`src/rtl/mips_mmio_uart_tx.sv`:
```
// Data-side bus slave for the single-cycle MIPS core: decodes a small I/O window
// holding a FIFO-buffered UART transmitter and passes every other access to data RAM.
module mips_mmio_uart_tx #(
    parameter int unsigned FIFO_DEPTH   = 8,
    parameter logic [15:0] BAUD_DIV_RST = 16'd433,
    parameter logic [31:0] IO_BASE      = 32'hFFFF_0000
) (
    input  logic        clk,
    input  logic        reset,
    input  logic        memwrite,
    input  logic [31:0] aluout,
    input  logic [31:0] writedata,
    output logic [31:0] readdata,
    output logic        ram_we,
    input  logic [31:0] ram_rdata,
    output logic        txd,
    output logic        tx_irq
);

    localparam int unsigned PW = $clog2(FIFO_DEPTH);
    localparam int unsigned CW = PW + 1;
    localparam int unsigned BW = 16;

    typedef enum logic [1:0] {
        IDLE  = 2'd0,
        START = 2'd1,
        DATA  = 2'd2,
        STOP  = 2'd3
    } state_t;

    state_t          state, state_n;
    logic [7:0]      mem [FIFO_DEPTH];
    logic [PW-1:0]   wr_ptr, wr_ptr_n;
    logic [PW-1:0]   rd_ptr, rd_ptr_n;
    logic [CW-1:0]   count, count_n;
    logic            overflow, overflow_n;
    logic [BW-1:0]   bauddiv, bauddiv_n;
    logic [BW-1:0]   bit_cnt, bit_cnt_n;
    logic [7:0]      shift, shift_n;
    logic [2:0]      idx, idx_n;
    logic            txd_n, tx_irq_n;

    logic            win_hit;
    logic [1:0]      offs;
    logic            wr_txdata, wr_status, wr_baud;
    logic            full, empty, busy;
    logic            push, pop;
    logic [31:0]     status;
    logic [31:0]     io_rdata;
    logic            unused_bits;

    // Window decode; byte lanes within a word are not distinguished
    assign win_hit   = (aluout[31:4] == IO_BASE[31:4]);
    assign offs      = aluout[3:2];
    assign wr_txdata = memwrite && win_hit && (offs == 2'd0);
    assign wr_status = memwrite && win_hit && (offs == 2'd1);
    assign wr_baud   = memwrite && win_hit && (offs == 2'd2);

    assign full  = (count == CW'(FIFO_DEPTH));
    assign empty = (count == '0);
    assign busy  = (state != IDLE);
    assign push  = wr_txdata && !full;
    assign pop   = (state == IDLE) && !empty;

    assign status      = {28'd0, overflow, busy, empty, full};
    assign unused_bits = ^{aluout[1:0], writedata[31:16]};

    // Combinational load path and RAM write steering
    always_comb begin
        io_rdata = '0;
        case (offs)
            2'd1:    io_rdata = status;
            2'd2:    io_rdata = {16'd0, bauddiv};
            default: io_rdata = '0;
        endcase
        readdata = win_hit ? io_rdata : ram_rdata;
        ram_we   = memwrite && !win_hit;
    end

    // FIFO storage; contents need no reset because count gates every read
    always_ff @(posedge clk) begin
        if (push) begin
            mem[wr_ptr] <= writedata[7:0];
        end
    end

    // FIFO bookkeeping and control registers
    always_comb begin
        wr_ptr_n   = wr_ptr;
        rd_ptr_n   = rd_ptr;
        overflow_n = overflow;
        bauddiv_n  = bauddiv;
        if (push) begin
            wr_ptr_n = wr_ptr + PW'(1);
        end
        if (pop) begin
            rd_ptr_n = rd_ptr + PW'(1);
        end
        count_n = count + CW'(push) - CW'(pop);
        if (wr_status && writedata[3]) begin
            overflow_n = 1'b0;
        end
        if (wr_txdata && full) begin
            overflow_n = 1'b1;
        end
        if (wr_baud) begin
            bauddiv_n = writedata[15:0];
        end
    end

    // TX framing FSM: next state, bit timing and the registered line values
    always_comb begin
        state_n   = state;
        bit_cnt_n = bit_cnt;
        idx_n     = idx;
        shift_n   = shift;
        case (state)
            IDLE: begin
                if (!empty) begin
                    shift_n   = mem[rd_ptr];
                    bit_cnt_n = bauddiv;
                    state_n   = START;
                end
            end
            START: begin
                if (bit_cnt == '0) begin
                    state_n   = DATA;
                    idx_n     = 3'd0;
                    bit_cnt_n = bauddiv;
                end else begin
                    bit_cnt_n = bit_cnt - BW'(1);
                end
            end
            DATA: begin
                if (bit_cnt == '0) begin
                    bit_cnt_n = bauddiv;
                    if (idx == 3'd7) begin
                        state_n = STOP;
                    end else begin
                        idx_n = idx + 3'd1;
                    end
                end else begin
                    bit_cnt_n = bit_cnt - BW'(1);
                end
            end
            STOP: begin
                if (bit_cnt == '0) begin
                    state_n = IDLE;
                end else begin
                    bit_cnt_n = bit_cnt - BW'(1);
                end
            end
            default: state_n = IDLE;
        endcase

        // Line level and interrupt follow the next state so both come straight from flops
        case (state_n)
            START:   txd_n = 1'b0;
            DATA:    txd_n = shift_n[idx_n];
            default: txd_n = 1'b1;
        endcase
        tx_irq_n = (count_n == '0) && (state_n == IDLE);
    end

    // State register
    always_ff @(posedge clk or negedge reset) begin
        if (!reset) begin
            state    <= IDLE;
            wr_ptr   <= '0;
            rd_ptr   <= '0;
            count    <= '0;
            overflow <= 1'b0;
            bauddiv  <= BAUD_DIV_RST;
            bit_cnt  <= '0;
            shift    <= '0;
            idx      <= '0;
            txd      <= 1'b1;
            tx_irq   <= 1'b1;
        end else begin
            state    <= state_n;
            wr_ptr   <= wr_ptr_n;
            rd_ptr   <= rd_ptr_n;
            count    <= count_n;
            overflow <= overflow_n;
            bauddiv  <= bauddiv_n;
            bit_cnt  <= bit_cnt_n;
            shift    <= shift_n;
            idx      <= idx_n;
            txd      <= txd_n;
            tx_irq   <= tx_irq_n;
        end
    end

endmodule

```
`config.mk`:
```
export PLATFORM = sky130hd
export DESIGN_NAME = mips_mmio_uart_tx
export DESIGN_NICKNAME = d
export VERILOG_FILES = /design/src/rtl/mips_mmio_uart_tx.sv
export SDC_FILE = /design/constraint.sdc
export NUM_CORES = 1
export LEC_CHECK = 0
export CELL_PAD_IN_SITES_DETAIL_PLACEMENT = 1
export CELL_PAD_IN_SITES_GLOBAL_PLACEMENT = 1
export CORE_UTILIZATION = 40
export DETAILED_ROUTE_END_ITERATION = 7
export PLACE_DENSITY = 0.87
export SYNTH_ARGS = -nofsm -noshare
export SYNTH_HDL_FRONTEND = slang
export SYNTH_SLANG_ARGS = --single-unit
```
`constraint.sdc`:
```
create_clock -name clk -period 3.9 [get_ports clk]
set_input_delay 0.78 -clock clk [delete_from_list [all_inputs] [get_ports clk]]
set_output_delay 0.78 -clock clk [all_outputs]
set_load 0.02 [all_outputs]
```
# Word-level counts from Yosys, hierarchy flattened
# Memory sizes are Yosys's and may differ from the RTL's.
# Cells that the tools add are included.
# totals
reg_bits	58
mem_bits_rw	64
input_bits	99
out_inout_bits	35
elab_cells	79
n_memories	1
# op_classes
addsub	6
magnitude_cmp	1
eq_ne	12
n_mux	25
n_reduce_logical	23
# mem_list
memory	depth	width	read_ports	rd_clocked_by_memory_dff	write_ports	line_no	source
mem	8	8	1	0	1	32	logic [7:0] mem [FIFO_DEPTH];
# op_table
cell	n
$mux 16	3
$pmux 16 s3	1
$mux 32	1
$pmux 16 s2	1
$eq 28x28->1 const B	1
$logic_not 16->1	1
$mux 8	2
$sub 16x1->16 const B	1
$logic_and 1x1->1	10
$mux 2	5
$add 3x1->3 const B	3
$mux 3	3
$eq 2x2->1 const B	4
$logic_not 4->1	2
$pmux 2 s4	1
$eq 2x1->1 const B	3
$logic_not 2->1	3
$pmux 3 s2	1
$mux 1	5
$add 4x1->4	1
$eq 4x4->1 const B	1
$lt 3x4->1 const B	1
$ne 2x2->1 const B	2
$reduce_bool 2->1	2
7 further kinds	9

# Logic depth before layout (Yosys ltp)
# depth
depth_word	8
depth_mapped	15
mapped_depth_nobuf	13

# Worst setup path after synthesis
# Ideal clock, no wire load.
# synth_path
path_type	input to register
start	input port aluout[7]
end	register tx_irq
setup_ns	0.101
t_arrival_ns	3.593
path_slack_ns	0.206
path_stages	13
n_path_buf	0
cell_sequence	or4_1 > nor4_2 > nand4_2 > nor4b_4 > inv_1 > ha_1 > inv_1 > ha_1 > inv_1 > fa_1 > inv_1 > nor3_1 > nor4b_1
# synth_via
elab_chain_cells	8
# synth_rtl
item	line_no	source
from (decl)	11	input logic [31:0] aluout,
$eq 28x28->1	53	assign win_hit = (aluout[31:4] == IO_BASE[31:4]);
$logic_and 1x1->1 (2 in a row)	55	assign wr_txdata = memwrite && win_hit && (offs == 2'd0);
$logic_and 1x1->1	62	assign push = wr_txdata && !full;
$add 4x1->4	99	count_n = count + CW'(push) - CW'(pop);
$sub 4x1->4	99	
named net count_n[1]	35	logic [CW-1:0] count, count_n;
$logic_not 4->1	162	tx_irq_n = (count_n == '0) && (state_n == IDLE);
$logic_and 1x1->1	162	
named net tx_irq_n	41	logic txd_n, tx_irq_n;
to (signal assigned)	190	tx_irq <= tx_irq_n;
to (decl)	17	output logic tx_irq
# The timed path passes the listed nets, and every way through them passes these cells.
# A chain may end at the register's enable or synchronous reset.

# Worst setup path in the final report
# layout_path
start	input port aluout[7]
end	output port readdata[4]
# layout_via
elab_chain_cells	2
# layout_rtl
item	line_no	source
$eq 28x28->1	53	
$mux 32	76	readdata = win_hit ? io_rdata : ram_rdata;
to (decl)	13	output logic [31:0] readdata,
# No other way between the ends.

==> flow_summary_export.csv <==
group,metric,value,unit
timing,fmax,264,MHz
timing,period_minus_slack,3.79,ns
timing,setup_viol,0,
clock_tree,cts_buffers,17,
cells_and_area,nets,737,
cells_and_area,final_common_cell,"clkdlybuf4s50_1",
worst_setup_path,critical_path_buf_inv_count,4,
power,swShare,0.226,
worst_setup_path,r2r_end,"tx_irq",
synthesis,synthMuxAreaShare,0.113,
timing,finalSetupTns,0,ns
power,clockPowerShare,0.484,
floorplan,start_util,0.410,
cells_and_area,final-seq-area,3380,um^2
clock_tree,clock-sinks,122,
timing,hold_violations,0,
cells_and_area,diodes,0,
synthesis,synth_edf_count,64,
power,irDropWorstVdd,240,uV
grt,overflow,0,
synthesis,synth_cells,493,
place,gp_congestion,0.808,
worst_setup_path,crit_path_top_delay_cell,"or4_4",
clock_tree,htreeDepth,4,
detailed_routing,routed_wl,17.7,mm
cells_and_area,fin_util,0.551,
synthesis,synth-seq-cells,122,
worst_setup_path,rr_worst_depth,14,
floorplan,coreArea,14600,um^2
timing,worstMarginPinSlew,0.883,ns
synthesis,synth-main-ff-cell,"edfxtp_1",
detailed_routing,via_count,4592,
synthesis,yosys_warnings,0,
job,cap_violations,0,
worst_setup_path,crit_family,"buffers and inverters",
grt,grt_pass1_wl,28.0,mm
worst_setup_path,cp.arrival,3.01,ns
detailed_routing,drt_iter0_drc,339,
clock_tree,clockRootBuffer,"clkbuf_16",
worst_setup_path,critPathLaunchType,"input port",
synthesis,avgSynthCellArea,12.1,um^2
floorplan,rows,44,
detailed_routing,viasPerCell,5.62,
power,power_density,427,nW/um^2
worst_setup_path,worst-setup-path-type,"input port to output pin",
synthesis,synthArstFlopShare,0.475,
detailed_routing,final_antenna_net_count,0,
worst_setup_path,cp_max_fo,51,
power,intPower,2.66,mW
cells_and_area,drive_gt1_frac,0.174,
power,power,3.44,mW
cells_and_area,final_cell_mix,"clkdlybuf4s50_1, nand2_1, edfxtp_1",
grt,antenna_found_initial,0,
grt,first_global_vias,5263,
min_path,min_path_type,"input port to async pin",
grt,grt.total_usage,0.236,
place,placed_area,7370,um^2
synthesis,synthSimpleGateAreaFrac,0.135,
worst_setup_path,crit_chain,"clkdlybuf4s50_1 -> or4_4 -> nor4_4 -> nand4_2 -> buf_4 -> buf_12 -> o21ai_0 -> dlygate4sd1_1",
floorplan,die_w,124,um
status,status,"finished, final reports clean",
floorplan,ios,134,
cells_and_area,final_cell_area,8040,um^2
clock_tree,clock_latency,0.42,ns
cells_and_area,multi_input_area,2440,um^2
floorplan,dieArea,15500,um^2
place,numPortBuffers,115,
synthesis,yosysSeqAreaShare,0.565,
detailed_routing,drc_errors,0,
timing,fin_worst_skew,0.00532,ns
worst_setup_path,cp_slowest_stage_delay,0.55,ns
cells_and_area,syn_to_final_growth,34.4,%
synthesis,synth_xor_area_frac,0.00878,
grt,grt_max_degree,52,
timing,max_slew_margin,0.412,
clock_tree,cts_hold_buf,0,
worst_setup_path,crit_path_end_kind,"output pin",
worst_setup_path,r2r-start,"count[2]",
clock_tree,tritoncts,"done",
detailed_routing,drtPass1Iterations,5,
power,p_sw,0.778,mW
power,power_leakage,3.32,nW
place,hpwlAfterDp,12.0,mm
power,p_comb_frac,0.098,
timing,drv_slew,0,
synthesis,synth_nets,610,
detailed_routing,drt-wirelength-per-cell,21.7,um
timing,finalCritPeriodShare,0.972,
power,pwr-share-seq,0.418,
cells_and_area,n_fill_cell,1478,
timing,whs,0.431,ns
synthesis,synth-compound-area-share,0.106,
worst_setup_path,cp.required,3.12,ns
synthesis,synth_cell_types,61,
floorplan,die_h,124,um
synthesis,synth_fa_ha_area_frac,0.0389,
synthesis,synthesis.area,5980,um^2
synthesis,synth_top_family_by_area,"simple AND/OR/NAND/NOR gates",
worst_setup_path,reg2reg_slack,0.54,ns
clock_tree,cts.clk_slew.worst_paths,0.06,ns
clock_tree,clockBufferDepth,2,
-- layout make-up --
class                   instances  share of cell area
multi-input cells             323               0.303
inverters                      24              0.0112
clock buffers                  21              0.0560
well taps                     184              0.0286
clock inverters                11              0.0210
repair buffers                132               0.160
flip-flops and latches        122               0.420
-- worst max-delay path by stage --
stage	from	endpoint	slack [ns]	depth (start not counted)
2_1_floorplan	aluout[7]	tx_irq	0.21	13
3_3_place_gp	aluout[7]	tx_irq	-0.24	14
3_5_place_dp	aluout[7]	tx_irq	-0.36	14
4_1_cts	aluout[7]	readdata[17]	0.004	7
5_1_grt	aluout[7]	tx_irq	-0.13	14
6_report	aluout[7]	readdata[4]	0.11	8
-- metal layers --
metal	share of wire	global-route usage	vias up
li1	-	-	2073
met1	0.39	0.274	2343
met2	0.54	0.430	142
met3	0.045	0.0430	34
met4	0.025	0.0858	0
met5	0	0	-
-- repair_timing --
| item | 4_1_cts | 5_1_grt |
|---|---|---|
| gates cloned | 0 | 0 |
| gates resized for setup | 24 | 23 |
| pin swaps | 0 | 4 |
| buffers inserted | 0 | 1 |
| endpoints found under the setup margin | 33 | 15 |
-- synth_stat cells, drive strengths merged, types with 4 or more instances --
cell type	n	area share
a32oi	7	0.010
xnor2	4	0.0059
nor3b	8	0.011
ha	17	0.036
a22oi	7	0.0088
mux4	16	0.060
and2	19	0.020
edfxtp	64	0.32
nor3	6	0.0050
nor4	6	0.011
nor4b	5	0.011
mux2	19	0.036
inv	24	0.015
a21oi	13	0.011
buf	8	0.0073
clkbuf	15	0.0094
nor2	22	0.014
nand2	66	0.042
dfstp	7	0.031
dfrtp	51	0.21
nand4	5	0.0063
o21ai	61	0.053
mux2i	10	0.017
-- kinds of logic (layout without fill, tap and decap cells) --
| group | Yosys count | count (layout) |
|---|---|---|
| buf+inv | 48 | 188 |
| mux | 45 | 45 |
| compound gates | 105 | 105 |
| xor+xnor | 6 | 6 |
| flops | 122 | 122 |
| simple gates | 149 | 149 |
| fa+ha+maj | 18 | 18 |
-- metrics by stage --
step / instances / setup slack, ns
floorplan: 493 / 0.206
global placement: 784 / -0.239
detailed placement: 784 / -0.364
CTS: 816 / 0.00408
global route: 817 / -0.134
finish: 817 / 0.107
-- state kept, by name, summed over array words and instances, names as in the netlist, 2 cells and up --
signal / count
state: 2
bauddiv: 16
mem: 64
bit_cnt: 16
wr_ptr: 3
count: 4
rd_ptr: 3
shift: 8
idx: 3
-- power by group through the flow --
stage / Sequential (mW) / Clock, mW / Combinational, mW
final: 1.44 / 1.66 / 0.338
after CTS: 1.44 / 1.67 / 0.341
after global routing: 1.44 / 1.72 / 0.363
after global placement: 1.46 / 0 / 0.325
after floorplan: 1.43 / 0 / 0.181
after detailed placement: 1.46 / 0 / 0.340
No activity file was read; power rests on OpenSTA's default activity.
